`config.mk`:
```
export PLATFORM = sky130hd
export DESIGN_NAME = div_issue_unit
export DESIGN_NICKNAME = d
export VERILOG_FILES = /design/src/rtl/div_issue_unit.sv
export SDC_FILE = /design/constraint.sdc
export NUM_CORES = 1
export LEC_CHECK = 0
export BUFFER_PORTS_ARGS = -buffer_cell sky130_fd_sc_hd__buf_2
export CORE_MARGIN = 2
export CORE_UTILIZATION = 50
export CTS_BUF_LIST = sky130_fd_sc_hd__clkbuf_2 sky130_fd_sc_hd__clkbuf_4 sky130_fd_sc_hd__clkbuf_8
export DETAILED_ROUTE_END_ITERATION = 16
export GPL_TIMING_DRIVEN = 0
export PLACE_DENSITY_LB_ADDON = 0.05
export SETUP_SLACK_MARGIN = 0.2
export SLEW_MARGIN = 20
export SYNTH_ARGS = -nofsm -noshare
export SYNTH_HDL_FRONTEND = slang
export SYNTH_SLANG_ARGS = --single-unit
```
`constraint.sdc`:
```
create_clock -name clock -period 2.7 [get_ports clock]
set_input_delay 0.405 -clock clock [delete_from_list [all_inputs] [get_ports clock]]
set_output_delay 0.405 -clock clock [all_outputs]
set_load 0.05 [all_outputs]
```
`src/rtl/div_issue_unit.sv`:
```
// Issue/result sequencer around the combinational 32/16 divider: holds the
// operands through a settle window, then samples and sign-corrects the quotient.
module div_issue_unit #(
    parameter int unsigned SETTLE_CYCLES = 4
) (
    input  logic        clock,
    input  logic        reset_n,
    input  logic        ctrl_DIV,
    input  logic [31:0] data_operandA,
    input  logic [15:0] data_operandB,
    output logic [31:0] div_operandA,
    output logic [15:0] div_operandB,
    input  logic [31:0] div_result,
    output logic [31:0] data_result,
    output logic        data_exception,
    output logic        data_inputRDY,
    output logic        data_resultRDY
);

    typedef enum logic [1:0] {
        ST_IDLE   = 2'd0,
        ST_SETTLE = 2'd1,
        ST_DONE   = 2'd2
    } state_t;

    // The counter is loaded with SETTLE_CYCLES-1 so the sample lands exactly
    // SETTLE_CYCLES edges after the accept edge.
    localparam logic [3:0] SETTLE_LOAD = 4'(SETTLE_CYCLES - 32'd1);

    function automatic logic [31:0] sign_fix(input logic neg, input logic [31:0] mag);
        return neg ? (~mag + 32'd1) : mag;
    endfunction

    state_t      r_state;
    state_t      w_state_nxt;
    logic [3:0]  r_count;
    logic [3:0]  w_count_nxt;
    logic [31:0] r_op_a;
    logic [31:0] w_op_a_nxt;
    logic [15:0] r_op_b;
    logic [15:0] w_op_b_nxt;
    logic        r_sign;
    logic        w_sign_nxt;
    logic [31:0] r_result;
    logic [31:0] w_result_nxt;
    logic        r_exc;
    logic        w_exc_nxt;
    logic        r_input_rdy;
    logic        w_input_rdy_nxt;
    logic        r_result_rdy;
    logic        w_result_rdy_nxt;
    logic        w_accept;

    // Next-state and next-register computation for the issue sequencer.
    always_comb begin
        w_state_nxt  = r_state;
        w_count_nxt  = r_count;
        w_op_a_nxt   = r_op_a;
        w_op_b_nxt   = r_op_b;
        w_sign_nxt   = r_sign;
        w_result_nxt = r_result;
        w_exc_nxt    = r_exc;
        w_accept     = 1'b0;

        case (r_state)
            ST_IDLE, ST_DONE: begin
                if (ctrl_DIV) begin
                    w_accept = 1'b1;
                end else begin
                    w_state_nxt = ST_IDLE;
                end
            end
            ST_SETTLE: begin
                if (r_count == 4'd0) begin
                    w_result_nxt = sign_fix(r_sign, div_result);
                    w_state_nxt  = ST_DONE;
                end else begin
                    w_count_nxt = r_count - 4'd1;
                end
            end
            default: begin
                w_state_nxt = ST_IDLE;
            end
        endcase

        // Divide-by-zero never waits for the divider; it completes on the accept edge.
        if (w_accept) begin
            w_op_a_nxt = data_operandA;
            w_op_b_nxt = data_operandB;
            w_sign_nxt = data_operandA[31] ^ data_operandB[15];
            w_exc_nxt  = 1'b0;
            if (data_operandB == 16'd0) begin
                w_exc_nxt    = 1'b1;
                w_result_nxt = 32'd0;
                w_state_nxt  = ST_DONE;
            end else begin
                w_count_nxt = SETTLE_LOAD;
                w_state_nxt = ST_SETTLE;
            end
        end else begin
            w_sign_nxt = w_sign_nxt;
        end

        w_input_rdy_nxt  = (w_state_nxt != ST_SETTLE);
        w_result_rdy_nxt = (w_state_nxt == ST_DONE);
    end

    // State, operand, result and handshake registers with synchronous reset.
    always_ff @(posedge clock) begin
        if (!reset_n) begin
            r_state      <= ST_IDLE;
            r_count      <= 4'd0;
            r_op_a       <= 32'd0;
            r_op_b       <= 16'd0;
            r_sign       <= 1'b0;
            r_result     <= 32'd0;
            r_exc        <= 1'b0;
            r_input_rdy  <= 1'b1;
            r_result_rdy <= 1'b0;
        end else begin
            r_state      <= w_state_nxt;
            r_count      <= w_count_nxt;
            r_op_a       <= w_op_a_nxt;
            r_op_b       <= w_op_b_nxt;
            r_sign       <= w_sign_nxt;
            r_result     <= w_result_nxt;
            r_exc        <= w_exc_nxt;
            r_input_rdy  <= w_input_rdy_nxt;
            r_result_rdy <= w_result_rdy_nxt;
        end
    end

    assign div_operandA   = r_op_a;
    assign div_operandB   = r_op_b;
    assign data_result    = r_result;
    assign data_exception = r_exc;
    assign data_inputRDY  = r_input_rdy;
    assign data_resultRDY = r_result_rdy;

endmodule

```
==> run_results.csv <==
group,metric,value,unit
status,status,"completed",
drt,via_per_inst,5.189,
yosys,synthAdderAreaFrac,0.009183,
setup_path,critPathKind,"reg2reg",
yosys,synth_top_family_by_area,"simple AND/OR/NAND/NOR gates",
sta,fmax,0.4614,GHz
yosys,synth_fp_nets,576,
clock_tree,cts.sinks,90,
setup_path,reg2reg_depth,7,
clock_tree,cts_setup_buffers,0,
run,drv_cap,0,
sta,fin_setup_tns,0,ps
setup_path,reg2reg_setup_slack,530,ps
sta,hold_slack,291.5,ps
clock_tree,cts_resized,0,
global_route,grt_pass1_vias,3816,
yosys,yosys-top-cells-area,"dfxtp_1, nand2_1, a21boi_0",
sta,fin_ws,532.7,ps
yosys,synth_top_cell_by_area,"dfxtp_1",
floorplan,die_w,94.42,um
setup_path,path_buf_inv,3,
clock_tree,cts_root_buf,"clkbuf_8",
yosys,yosysSeqAreaShare,0.4408,
drt,vias,4006,
clock_tree,ctsHoldBuffers,0,
yosys,synth_cell_types,41,
floorplan,boundaryPins,166,
pwr,vdd_drop_max,0.0003084,V
place,io_buffers,165,
place,gp_congestion,0.9047,
pwr,finalPower,3.307,mW
yosys,synth-xor-area-share,0.05785,
sta,fin_crit,2167,ps
yosys,syn_avg_cell_area,8.342,um2
setup_path,crit_top_cell,"clkbuf_1",
pwr,power.density,629.0,nW/um2
sta,setup_viol,0,
sta,slew_viol_final,0,
floorplan,rows,32,
setup_path,cpPeakStageDelay,430,ps
final_layout,fin_util,0.6734,
sta,rsz0062_at_grt,"false",
sta,fin_crit_sh,0.8027,
worst_hold_path,holdCritStartpoint,"data_operandA[18]",
drt,drt_iter0_drc,140,
sta,tightest_slew,633.4,ps
floorplan,dieArea,8914,um2
drt,dr.pass1.iters,5,
global_route,antenna_found_initial,0,
final_layout,drive_above_1_share,0.2836,
yosys,synth_simple_gate_area_share,0.2348,
drt,drtAntennaViolNets,0,
global_route,grt_max_degree,15,
setup_path,reg2reg_to,"data_result[21]$_SDFF_PN0_",
clock_tree,clk_latency,350,ps
sta,max_slew_margin,0.5777,
setup_path,critPathSlowestCell,"clkbuf_1",
worst_hold_path,hold_depth,3,
floorplan,initial_core_util,0.5236,
drt,wl,10740,um
setup_path,cp-startpoint,"r_count[0]$_SDFF_PN0_",
place,pre_cts_slack,365.0,ps
clock_tree,cts_tree,"yes",
floorplan,core_area,7807,um2
place,hpwl,8344,um
setup_path,r2r-start,"r_count[0]$_SDFF_PN0_",
yosys,syn-cell-area,4088,um2
yosys,syn_inst,490,
final_layout,syn_to_final_growth,28.62,%
yosys,synth_top_area_frac,0.4408,
yosys,synth-seq-cells,90,
final_layout,antennaDiodeCount,0,
setup_path,cp-end-kind,"register",
setup_path,cp.required,2910,ps
drt,drc_errors,0,
sta,hold_violations,0,
global_route,grt_pass1_wl,16930,um
clock_tree,cts_buffers,9,
worst_hold_path,hold_class,"in2reg",
clock_tree,path_clk_slew,90,ps
final_layout,nNetsFinal,752,
yosys,synth_compound_area_frac,0.2185,
clock_tree,clockBufferDepth,2,
setup_path,worstSetupStartpointType,"register",
setup_path,path_max_fanout,10,
setup_path,crit_arrival,2380,ps
global_route,grtUsageTotal,0.2392,
setup_path,cp_top_family,"buffers and inverters",
floorplan,die_h,94.42,um
sta,skew,6.593,ps
worst_hold_path,min_to,"div_operandA[18]$_SDFFE_PN0P_",
clock_tree,h-tree-depth,3,
pwr,leakage,2.265,nW
drt,wl_per_cell,13.91,um
setup_path,crit_path_cell_trace,"inv_1 > ha_1 > nor3b_1 > and2_1 > clkbuf_1 > clkbuf_1 > a211oi_1",
yosys,yosysWarnings,0,
global_route,grt.overflow.total,0,
yosys,muxShareOfSynthArea,0.004897,
==> through the flow <==
| stage | area [um2] | cells |
|---|---|---|
| after global placement | 5041 | 757 |
| after CTS | 5254 | 772 |
| after floorplan | 4088 | 490 |
| after global routing | 5258 | 772 |
| final | 5258 | 772 |
| after detailed placement | 5041 | 757 |
==> worst max-delay path by stage <==
stage,end,slack [ps],cells after the start
finish,data_result[21]$_SDFF_PN0_,530,7
global route,data_result[15]$_SDFF_PN0_,310,8
CTS,data_result[27]$_SDFF_PN0_,410,8
detailed placement,data_result[25]$_SDFF_PN0_,370,6
global placement,data_result[25]$_SDFF_PN0_,390,6
floorplan,data_result[27]$_SDFF_PN0_,670,5
==> area by class of cell <==
cell class | count | area (um2)
clock inverter | 3 | 47.55
fill | 703 | 2550
buffer | 32 | 123.9
timing repair buffer | 165 | 825.8
sequential | 90 | 1802
tap | 102 | 127.6
clock buffer | 12 | 165.2
inverter | 5 | 18.77
multi-input combinational | 363 | 2147
==> power breakdown <==
group	switching, mW	leakage (nW)	internal, mW	total [mW]
sequential	0.0472	0.738	1.43	1.47
combinational	0.620	1.42	0.250	0.870
clock	0.462	0.109	0.502	0.964
total	1.13	2.27	2.18	3.31
==> cells by family after synthesis <==
| logic type | Yosys count |
|---|---|
| xor+xnor | 27 |
| flops | 90 |
| mux | 2 |
| compound gates | 121 |
| fa+ha+maj | 3 |
| simple gates | 210 |
| buf+inv | 37 |
==> Yosys cell counts, drive strengths merged <==
cell    count
inv         5
xnor2       4
nand4       5
a21oi      10
o21a        1
nand2b      8
nor4        9
nor2b       6
o21ai       9
a31oi       5
nand3b      1
a21boi     50
o211a       2
nor3        7
nor2       37
and3b       1
clkbuf     31
xor2       23
a211o       1
buf         1
o41ai       6
and2        4
nand3       4
or4         6
nor3b       3
a211oi     24
o22ai       1
ha          3
o31ai      10
mux2i       2
or3         7
nand2     112
dfxtp      90
o211ai      2
==> cells in the final DEF (no fill, tap or decap), types with 2 or more instances in the layout <==
cell / netlist / layout
buf_2: 0 / 165
nand2_1: 112 / 112
dfxtp_1: 90 / 90
a21boi_0: 50 / 50
nor2_1: 37 / 37
clkbuf_1: 31 / 28
a211oi_1: 24 / 24
xor2_1: 23 / 23
clkbuf_8: 0 / 12
a21oi_1: 10 / 10
o31ai_1: 10 / 10
nand2b_1: 8 / 8
nor4_1: 8 / 8
o21ai_0: 8 / 8
nor3_1: 7 / 7
nor2b_1: 6 / 6
inv_1: 5 / 5
or4_1: 5 / 5
nand4_1: 5 / 5
a31oi_1: 5 / 5
and2_1: 4 / 4
nand3_1: 4 / 4
or3_1: 4 / 4
o41ai_1: 4 / 4
xnor2_1: 4 / 4
nor3b_1: 3 / 3
clkbuf_2: 0 / 3
ha_1: 3 / 3
or3_2: 2 / 2
mux2i_1: 2 / 2
o211ai_1: 2 / 2
o211a_1: 2 / 2
clkinv_4: 0 / 2
==> flip-flops by register name, summed over array words and instances (netlist names) <==
name            cells
data_result        32
div_operandA       32
r_count             4
data_resultRDY      1
r_state             2
data_exception      1
data_inputRDY       1
r_sign              1
div_operandB       16
==> routing by layer <==
metal / part of all wire / vias up / wire (um) / global-route usage
met5: 0 / - / 0 / 0
met4: 0.012 / 0 / 131 / 0.08937
met3: 0.070 / 12 / 748 / 0.06065
met2: 0.50 / 114 / 5368 / 0.4280
met1: 0.42 / 1831 / 4491 / 0.2746
li1: - / 2049 / - / -
==> worst reg2reg max path: stages, from the launching register on <==
cell,delay [ps]
dfxtp_1,340
inv_1,90
ha_1,140
nor3b_1,300
and2_1,200
clkbuf_1,390
clkbuf_1,430
a211oi_1,140
No activity file was read; power rests on OpenSTA's default activity.
